File: config.mk
export PLATFORM = sky130hd
export DESIGN_NAME = result_unloader
export DESIGN_NICKNAME = d
export VERILOG_FILES = /design/src/rtl/result_unloader.sv
export SDC_FILE = /design/constraint.sdc
export NUM_CORES = 1
export LEC_CHECK = 0
export BUFFER_PORTS_ARGS = -buffer_cell sky130_fd_sc_hd__clkbuf_2
export CAP_MARGIN = 15
export CORE_ASPECT_RATIO = 1.1
export CORE_MARGIN = 5
export CORE_UTILIZATION = 40
export CTS_BUF_LIST = sky130_fd_sc_hd__clkbuf_4 sky130_fd_sc_hd__clkbuf_8
export CTS_CLUSTER_DIAMETER = 60
export CTS_CLUSTER_SIZE = 16
export DETAILED_ROUTE_END_ITERATION = 8
export SYNTH_ARGS = -nofsm -noshare
export SYNTH_HDL_FRONTEND = slang
export SYNTH_SLANG_ARGS = --single-unit
File: constraint.sdc
create_clock -name clk -period 9.8 [get_ports clk]
set_clock_uncertainty 0.15 [all_clocks]
set_input_delay 0.98 -clock clk [delete_from_list [all_inputs] [get_ports clk]]
set_output_delay 0.98 -clock clk [all_outputs]
set_load 0.02 [all_outputs]
File: src/rtl/result_unloader.sv
// Holds one convLayer result matrix and presents it element by element in row-major
// order, advanced by manual step edges or by a fixed auto-mode interval.
module result_unloader #(
    parameter int N_ROWS   = 4,
    parameter int N_COLS   = 4,
    parameter int DW       = 8,
    parameter int AUTO_DIV = 16,
    localparam int RW      = (N_ROWS > 1) ? $clog2(N_ROWS) : 1,
    localparam int CLW     = (N_COLS > 1) ? $clog2(N_COLS) : 1
) (
    input  logic                        clk,
    input  logic                        rst,
    input  logic                        res_valid,
    input  logic [N_ROWS*N_COLS*DW-1:0] res_data,
    output logic                        res_ready,
    input  logic                        step,
    input  logic                        auto_mode,
    output logic [DW-1:0]               data_out,
    output logic [RW-1:0]               out_row,
    output logic [CLW-1:0]              out_col,
    output logic                        out_valid,
    output logic                        done
);

    localparam int NE = N_ROWS * N_COLS;
    localparam int IW = (NE > 1) ? $clog2(NE) : 1;
    localparam int CW = $clog2(AUTO_DIV);

    typedef enum logic [1:0] {
        IDLE = 2'd0,
        SHOW = 2'd1,
        DONE = 2'd2
    } state_t;

    state_t                r_state;
    state_t                w_state_n;
    logic [NE*DW-1:0]      r_buf;
    logic                  r_step_q;
    logic                  r_auto_q;
    logic [CW-1:0]         r_cnt;
    logic [RW-1:0]         r_row;
    logic [CLW-1:0]        r_col;
    logic [IW-1:0]         r_idx;
    logic [DW-1:0]         r_data;

    logic                  w_capture;
    logic                  w_step_edge;
    logic                  w_auto_tick;
    logic                  w_auto_chg;
    logic                  w_adv;
    logic                  w_last;
    logic [IW-1:0]         w_idx_n;

    // Ready is only ever asserted in IDLE, so the handshake reduces to IDLE && res_valid.
    assign w_capture   = !rst && (r_state == IDLE) && res_valid;
    assign w_step_edge = step && !r_step_q;
    assign w_auto_chg  = auto_mode ^ r_auto_q;
    assign w_auto_tick = (r_cnt == CW'(AUTO_DIV - 1));
    assign w_adv       = (r_state == SHOW) && (auto_mode ? w_auto_tick : w_step_edge);
    assign w_last      = (r_row == RW'(N_ROWS - 1)) && (r_col == CLW'(N_COLS - 1));
    assign w_idx_n     = r_idx + 1'b1;

    always_comb begin
        w_state_n = r_state;
        case (r_state)
            IDLE:    if (res_valid) w_state_n = SHOW;
            SHOW:    if (w_adv && w_last) w_state_n = DONE;
            DONE:    w_state_n = IDLE;
            default: w_state_n = IDLE;
        endcase
    end

    always_ff @(posedge clk) begin
        if (rst) begin
            r_state <= IDLE;
        end else begin
            r_state <= w_state_n;
        end
    end

    // The step history tracks the pin in every state so a level held across capture never counts.
    always_ff @(posedge clk) begin
        if (rst) begin
            r_step_q <= 1'b0;
        end else begin
            r_step_q <= step;
        end
        r_auto_q <= auto_mode;
    end

    always_ff @(posedge clk) begin
        if (rst || w_capture || w_auto_chg) begin
            r_cnt <= '0;
        end else if ((r_state == SHOW) && auto_mode) begin
            r_cnt <= w_auto_tick ? '0 : r_cnt + 1'b1;
        end
    end

    always_ff @(posedge clk) begin
        if (w_capture) begin
            r_buf <= res_data;
        end
    end

    // The final advance leaves indices and data untouched so they hold through DONE and IDLE.
    always_ff @(posedge clk) begin
        if (rst) begin
            r_row  <= '0;
            r_col  <= '0;
            r_idx  <= '0;
            r_data <= '0;
        end else if (w_capture) begin
            r_row  <= '0;
            r_col  <= '0;
            r_idx  <= '0;
            r_data <= res_data[DW-1:0];
        end else if (w_adv && !w_last) begin
            r_idx  <= w_idx_n;
            r_data <= r_buf[int'(w_idx_n)*DW +: DW];
            if (r_col == CLW'(N_COLS - 1)) begin
                r_col <= '0;
                r_row <= r_row + 1'b1;
            end else begin
                r_col <= r_col + 1'b1;
            end
        end
    end

    assign res_ready = (r_state == IDLE);
    assign out_valid = (r_state == SHOW);
    assign done      = (r_state == DONE);
    assign data_out  = r_data;
    assign out_row   = r_row;
    assign out_col   = r_col;

endmodule

==> out/results.ini <==
[run_status]
status = complete, no violations

[yosys]
syn_nets = 532
synth_seq_cells = 152
yosysSeqAreaShare_pct = 70.65
synthesis.area_um2 = 6121
yosys.area.top_type = edfxtp_1
netlist_instances = 395
synth_area_per_cell_um2 = 15.50
synth.top_cells.by_area = edfxtp_1, dfxtp_1, mux2i_1
yosys_warnings = 0
synth_edf_count = 128
ys_async_sr_fraction_pct = 0
yosys-top-cells-count = edfxtp_1, nand3_1, mux2i_1
netlist.area_leader.share_pct = 62.80
synthFlopType = edfxtp_1
synth_most_common_cell = edfxtp_1
ys_types = 40

[detailed_routing]
route.detailed.drc = 0
avgViaCountPerCell = 5.140
wl_per_cell_um = 18.71
firstDrtPassIters = 6
drt-initial-drc-count = 197
vias = 3886
ant_nets = 0
finalWirelength_um = 14150

[critical_path]
cp_top_family = buffers and inverters
arrival_ns = 3.48
crit_required_ns = 10.02
end_kind = flip-flop
path_max_fanout = 78
cp-start-kind = primary input
slowest_stage = inv_4
critPathKind = primary input to flip-flop
path_cells = clkbuf_2, inv_1, nand3_1, inv_4, buf_4, buf_16, and2_1, a31oi_1, o22ai_1
crit_buf_inv = 5
cpPeakStageDelay_ns = 0.52

[sta]
slew_headroom_pct = 28.21
min_period_over_period_pct = 33.25
worst_slew_pin_slew_ns = 1.072
max_clock_freq_mhz = 306.9
slew_violations = 0
rsz0062_at_grt = no
period_minus_slack_ns = 3.259
post-route-worst-setup-slack_ns = 6.541
fin_setup_tns_ns = 0
hold_viol = 0
setup_viol = 0

[place]
place_area_um2 = 7049
pre_cts_ws_ns = 5.814
place_congestion = 0.8029
dp_hpwl_um = 10020
io_buffer_count = 147

[cts]
cts-buffers-inserted = 17
hold_buffers = 0
cts_resized = 0
clkTransAtPathRegs_ns = 0.08
insertion_delay_ns = 0.45
cts_tree = yes
post_cts_buffers = 0
cts_buffer_depth = 2
clock_sinks = 152
cts_htree_levels = 4
cts_root_buf = clkbuf_8

[min_path]
min_path_type = flip-flop to flip-flop

[finish]
fin_util_pct = 50.07
drive_gt1_share_pct = 35.71
fin_nets = 684
fillCellCount = 1366
design_area_um2 = 7537
diodes = 0
area_growth_syn_to_layout_pct = 23.14

[power_and_ir_drop]
vdd_drop_max_mv = 0.09485
cellLeakagePower_nw = 2.756
powerDensity_nw_per_um2 = 183.3

[floorplan]
dieArea_um2 = 17880
num_rows = 47
core_area_um2 = 15050
io_pins = 148
start_util_pct = 40.66
fp.dieW_um = 127.9
die_y_um = 139.7

[run]
maxCapViolations = 0

[grt]
grt_pass1_wl_um = 21800
antenna_found_initial = 0
overflow = 0
grt_max_degree = 98
grt_pass1_vias = 4097
grtUsageTotal_pct = 16.11

## routing by layer
metal / part of all wire [%] / routed length [um] / global-route usage, % / up-vias
li1: - / - / - / 1857
met1: 45 / 6339 / 22.09 / 1885
met2: 47 / 6679 / 24.60 / 130
met3: 6.6 / 939 / 5.213 / 14
met4: 1.3 / 188 / 4.749 / 0
met5: 0 / 0 / 0 / -
## worst paths after layout
check / to / cells after the start / start / slack (ns)
setup / recovery: data_out[2]$_SDFFE_PP0P_ / 9 / rst / 6.54
hold reg to reg: out_col[1]$_SDFFE_PP0P_ / 2 / out_col[1]$_SDFFE_PP0P_ / 0.34
setup reg to reg: data_out[2]$_SDFFE_PP0P_ / 8 / r_state[1]$_SDFFE_PP0P_ / 6.91
hold / removal: out_col[1]$_SDFFE_PP0P_ / 2 / out_col[1]$_SDFFE_PP0P_ / 0.34
## cells by family after synthesis
logic type               count (synthesis)  synth area share [%]
AND/OR/NAND/NOR                        103                 8.483
buffers and inverters                   22                 1.778
XOR/XNOR                                 7                 1.124
multiplexers                            50                 10.61
flip-flops                             152                 70.65
adder cells (fa/ha/maj)                  4                0.8177
AO/OA/AOI/OAI                           57                 6.541
## per-stage QoR
| stage | total power [mW] | hold slack, ns | instances |
|---|---|---|---|
| 3_5_place_dp | 0.8550 | 0.3318 | 723 |
| 3_3_place_gp | 0.8517 | 0.3183 | 723 |
| 6_report | 1.381 | 0.3351 | 756 |
| 4_1_cts | 1.398 | 0.3432 | 755 |
| 2_1_floorplan | 0.8053 | 0.3036 | 395 |
| 5_1_grt | 1.435 | 0.3786 | 756 |
## power by group
group | leakage, nW | switching (mW) | internal [mW]
Sequential | 1.38 | 0.00779 | 0.734
Clock | 0.230 | 0.226 | 0.315
Combinational | 1.14 | 0.0556 | 0.0429
Total | 2.76 | 0.290 | 1.09
## worst min-delay path, cell delays in order, from the launching register on
cell	delay (ns)
dfxtp_1	0.33
nand2_1	0.06
a21oi_1	0.05
## area by class of cell
type / instances / area [um^2] / area share (%)
repair buffers: 152 / 793.3 / 10.52
flip-flops and latches: 152 / 4324 / 57.37
clock buffers: 20 / 262.8 / 3.486
multi-input cells: 221 / 1700 / 22.56
well taps: 196 / 245.2 / 3.254
clock inverters: 12 / 197.7 / 2.623
inverters: 3 / 13.76 / 0.1826
## placed cells by master (no fill, tap or decap), drive strengths merged
cell	count
inv	4
clkinvlp	2
clkbuf	167
dfxtp	24
nor3	1
and4	1
a211oi	7
clkinv	4
nor2	15
edfxtp	128
and2	8
a21oi	9
a31oi	10
nor2b	12
o32a	8
o211a	1
buf	5
o22ai	14
or2	1
o21ai	3
mux2	8
a311oi	1
xnor2	2
or3	3
mux4	9
mux2i	33
nand2	19
a31o	1
nor3b	1
o211ai	2
a2111oi	1
xor2	5
nand4	7
ha	4
nand3	34
bufinv	5
nand2b	1
## flip-flops by register name, summed over array words and instances (netlist names)
name and count:
data_out 8, out_col 2, out_row 2, r_auto_q 1, r_buf 128, r_cnt 4, r_idx 4, r_state 2
r_step_q 1
No activity file was read; power rests on OpenSTA's default activity.
